### src/rtl/window_serializer.sv
// window_serializer: captures one parallel window and replays it oldest-first, one sample per beat.
// Optional macro WINDOW_SER_BACK2BACK_EN allows a new window to load on the final beat (no idle bubble).
module window_serializer #(
  parameter int DATA_W      = 16,
  parameter int WINDOW_SIZE = 32
) (
  input  logic                           clk,
  input  logic                           rst,
  input  logic                           win_valid,
  output logic                           win_ready,
  input  logic [DATA_W-1:0]              window [WINDOW_SIZE],
  output logic                           out_valid,
  input  logic                           out_ready,
  output logic [DATA_W-1:0]              out_sample,
  output logic [$clog2(WINDOW_SIZE)-1:0] out_index,
  output logic                           out_last
);

  localparam int IDX_W = $clog2(WINDOW_SIZE);

  localparam logic [0:0] ST_IDLE = 1'b0;
  localparam logic [0:0] ST_SEND = 1'b1;

  localparam logic [IDX_W-1:0]  IDX_ZERO    = {IDX_W{1'b0}};
  localparam logic [IDX_W-1:0]  IDX_ONE     = IDX_W'(1);
  localparam logic [IDX_W-1:0]  IDX_LAST    = IDX_W'(WINDOW_SIZE - 1);
  localparam logic [DATA_W-1:0] SAMPLE_ZERO = {DATA_W{1'b0}};

  logic [0:0]        state_q, state_d;
  logic [IDX_W-1:0]  idx_q, idx_d;
  logic [DATA_W-1:0] sample_q, sample_d;
  logic              last_q, last_d;
  logic              valid_q, valid_d;
  logic [DATA_W-1:0] buf_q [WINDOW_SIZE];

  logic              win_ready_s;
  logic              load_s;
  logic              beat_s;
  logic [IDX_W-1:0]  idx_inc_s;

  // Capture acceptance: in back-to-back mode the final beat doubles as a load slot.
`ifdef WINDOW_SER_BACK2BACK_EN
  assign win_ready_s = (state_q == ST_IDLE) ||
                       ((state_q == ST_SEND) && last_q && out_ready);
`else
  assign win_ready_s = (state_q == ST_IDLE);
`endif

  assign load_s    = win_valid && win_ready_s;
  assign beat_s    = valid_q && out_ready;
  assign idx_inc_s = idx_q + IDX_ONE;

  // Next-state logic: the output sample is preloaded so out_sample never depends on inputs.
  always_comb begin
    state_d  = state_q;
    idx_d    = idx_q;
    sample_d = sample_q;
    last_d   = last_q;
    valid_d  = valid_q;
    case (state_q)
      ST_IDLE: begin
        if (load_s) begin
          state_d  = ST_SEND;
          idx_d    = IDX_ZERO;
          sample_d = window[0];
          last_d   = 1'b0;
          valid_d  = 1'b1;
        end else begin
          valid_d  = 1'b0;
          last_d   = 1'b0;
        end
      end
      ST_SEND: begin
        if (!beat_s) begin
          valid_d  = 1'b1;
        end else if (idx_q != IDX_LAST) begin
          idx_d    = idx_inc_s;
          sample_d = buf_q[idx_inc_s];
          last_d   = (idx_inc_s == IDX_LAST);
        end else if (load_s) begin
          idx_d    = IDX_ZERO;
          sample_d = window[0];
          last_d   = 1'b0;
        end else begin
          state_d  = ST_IDLE;
          idx_d    = IDX_ZERO;
          last_d   = 1'b0;
          valid_d  = 1'b0;
        end
      end
      default: begin
        state_d  = ST_IDLE;
        idx_d    = IDX_ZERO;
        last_d   = 1'b0;
        valid_d  = 1'b0;
      end
    endcase
  end

  // Control and output registers.
  always_ff @(posedge clk or posedge rst) begin
    if (rst) begin
      state_q  <= ST_IDLE;
      idx_q    <= IDX_ZERO;
      sample_q <= SAMPLE_ZERO;
      last_q   <= 1'b0;
      valid_q  <= 1'b0;
    end else begin
      state_q  <= state_d;
      idx_q    <= idx_d;
      sample_q <= sample_d;
      last_q   <= last_d;
      valid_q  <= valid_d;
    end
  end

  // Window storage has no reset; its contents are meaningless until the first capture.
  always_ff @(posedge clk) begin
    if (load_s) begin
      buf_q <= window;
    end
  end

  assign win_ready  = win_ready_s && !rst;
  assign out_valid  = valid_q;
  assign out_sample = sample_q;
  assign out_index  = idx_q;
  assign out_last   = last_q;

endmodule
### config.mk
export PLATFORM = sky130hd
export DESIGN_NAME = window_serializer
export DESIGN_NICKNAME = d
export VERILOG_FILES = /design/src/rtl/window_serializer.sv
export SDC_FILE = /design/constraint.sdc
export NUM_CORES = 1
export LEC_CHECK = 0
export ABC_CLOCK_PERIOD_IN_PS = 24700
export BUFFER_PORTS_ARGS = -buffer_cell sky130_fd_sc_hd__buf_2
export CAP_MARGIN = 20
export CORE_AREA = 2 2 212 214
export DETAILED_ROUTE_END_ITERATION = 10
export DIE_AREA = 0 0 214 216
export PLACE_DENSITY_LB_ADDON = 0.15
export SYNTH_ARGS = -nofsm -noshare
export SYNTH_HDL_FRONTEND = slang
export SYNTH_SLANG_ARGS = --single-unit
### constraint.sdc
create_clock -name clk -period 24.7 [get_ports clk]
set_input_delay 2.47 -clock clk [delete_from_list [all_inputs] [get_ports clk]]
set_output_delay 2.47 -clock clk [all_outputs]
set_load 0.02 [all_outputs]
==> run metrics <==
main combinational cell family by area after synthesis multiplexers; LEAKAGE roughly 9.4 nW; VDD IR max 0.06767 mV; RSZ-0062 raised after global routing no; CP arrival 2.87 ns; Area Overhead vs Synth 24.20%; hold depth 2; mean post-synth cell area between 20 and 25 um2; Worst-Margin Slew approximately 1.3 ns; Ys Warns 0; CP startpoint kind primary input; Post-Route WL 55.95 mm; Final Critical Period 5.338 ns; Initial Util 47.42%; final cell count without fillers approximately 2200; clk slew on worst S/H paths 0.06 ns; placed cells 2104; Via density roughly 5.4; Post-synth EDFFs between 500 and 600; Comb power frac 33.3%; crit share post-route a little over a fifth; placed inst area around 24000 um2; RePlAce Congestion 0.8631; max cap viols 0; post-layout instance area 25810 um2; Psw 0.9074 mW; cell area after synthesis 20780 um2; R2R Setup Slk 20.74 ns; Post-Synth Adder-Cell Area 0.1806%; maximum clock frequency about 190 MHz; Syn Nets 1538; Synth cell types 35; Hold Startpoint out_index[4]; flops & latches, synth 536; Max FO, Critical Path 2; Top Ports 540; gr ovfl total 0; sequential fraction of design power 38.7%; worst r2r src state_q; R2R depth 5; DR top layer met5; setup tns final 0 ns; width of the die 214 um; status finished clean; Setup Fix Bufs, Post-CTS 0; share of synthesized registers carrying an async set or reset 4.478%; largest net degree at the start of global routing 211; vias in the first global route 12370; register area share after synthesis 76.86%; DPL Wire Length 40.22 mm; number of port buffers 539; DRC 0; final-report hold violation count 0; commonest non-fill, non-tap cell in the layout buf_2; Cells after Synth slightly above 1000; ANT nets after route 0; row count 77; met2 WL post-DR 28.05 mm; Synth Area in Compound Gates 1.391%; Core ar. 43840 um2; Layout Skew 0.008003 ns; Pwr per Cell Area 108.4 nW/um2; hold path endpoint out_index[4]; share of post-route cells with drive strength above 1 between 40% and 50%; ys flop type edfxtp_1; DR vias 12040; 1st-iter DRT viols 1216; CP startpoint rst; # hold bufs at CTS 0; Sink Count approximately 540; Int Power approximately 1.9 mW; Hold Path Class reg2reg; drt pass-1 iters 5; CTS tree yes; simple-gate share of the synthesized area 5.610%; clock insertion delay at the later pin of the skew report 0.60 ns; Clock power frac around 28%; met1 wire length 21.52 mm; Slew headroom between 10% and 20%; most frequent cells in the layout 539 x buf_2, 512 x edfxtp_1, 128 x mux4_2; GRT Util Overall 24.25%; CP endpoint kind output pin; Setup Viol. Count Final 0; Final nets 2090; Max Buffers Root-to-Sink 3; multiplexer share of the synthesized area 13.87%; CTS Buf Count 56; Net Sw Frac 32.42%; antenna violations before repair 20; Worst Path Required roughly 22 ns; smallest hold slack 0.5649 ns; CTS H-tree depth 2; Root Driver clkbuf_16; Die Ht 216 um; WL/cell 25.21 um; DIE AREA ~46000 um2; first-pass GRT wire length 80.69 mm; final-report max-slew violation count 0; RR Endpoint buf_q[260]; met3 WL about 4.9 mm; Setup CP Type in2out; Resized cells post-CTS 0; Synth Area in XOR/XNOR 0.3190%
-- cell families (layout without fill, tap and decap cells) --
logic type                 Yosys count  in the layout
AOI/OAI and AO/OA                   49             49
xor gates and xnor gates             5              5
adders and majority gates            3              3
buffers and inverters               65            656
DFF                                536            536
muxes                              128            128
other                                0             17
and+or+nand+nor                    233            233
-- metrics by stage --
step | utilization (%) | total power [mW] | setup slack [ns]
floorplan | - | 1.762 | 7.012
global placement | 54.91 | 2.049 | 18.84
detailed placement | 54.91 | 2.049 | 18.75
CTS | 58.73 | 2.837 | 19.35
global route | 58.86 | 2.929 | 19.13
finish | 58.89 | 2.799 | 19.36
-- registers in the layout, summed over array words and instances, names as in the netlist --
signal and count:
out_valid 1, state_q 1, out_sample 16, out_last 1
buf_q 512, out_index 5
-- worst max-delay path, cell delays in order --
cell and delay, ns:
buf_2 0.12, nor2_1 0.10, buf_2 0.18
-- power groups by stage --
stage	clock (mW)	combinational [mW]	sequential [mW]
2_1_floorplan	0	0.636	1.13
3_3_place_gp	0	0.948	1.10
3_5_place_dp	0	0.946	1.10
4_1_cts	0.800	0.952	1.08
5_1_grt	0.835	1.00	1.09
6_report	0.784	0.932	1.08
-- cell type report --
cell class                      instances  area [um2]
Clock buffer                           70        1475
Multi-Input combinational cell        418        4503
Inverter                                4       22.52
Tap cell                              592       740.7
Antenna cell                           17       42.54
Sequential cell                       536       15980
Clock inverter                         27       201.4
Fill cell                            3355       18020
Timing Repair Buffer                  555        2850
-- routing by layer --
layer	global-route usage [%]	up-vias
met5	0	-
met3	6.483	91
met2	40.18	561
met4	7.832	14
li1	-	5328
met1	31.43	6046
-- cell usage after synthesis, types with 2 or more instances --
cell	count	share of area, %
clkbuf_1	32	0.58
dfrtp_1	24	2.9
nand3_1	3	0.072
o21ai_0	16	0.39
buf_4	5	0.18
inv_1	3	0.054
xnor2_1	2	0.084
o21ai_1	4	0.096
nor2_1	3	0.054
nand4_1	70	2.1
buf_6	12	0.65
or3_1	16	0.48
ha_1	3	0.18
o31ai_1	2	0.072
a22o_1	4	0.17
nand2b_1	2	0.060
nand2_1	123	2.2
edfxtp_1	512	74
and2_1	5	0.15
a21oi_1	16	0.39
a2111oi_0	5	0.21
nand4b_1	5	0.21
mux4_2	128	14
xor2_2	2	0.16
buf_2	12	0.29
-- worst max-delay path by stage --
stage / endpoint / slack [ns] / cells after the start
global placement: buf_q[259] / 18.84 / 6
finish: win_ready / 19.36 / 3
CTS: win_ready / 19.35 / 3
global route: buf_q[260] / 19.13 / 6
floorplan: out_sample[10] / 7.01 / 6
detailed placement: buf_q[275] / 18.75 / 6
Note: power is estimated with default switching activity, not from simulation.
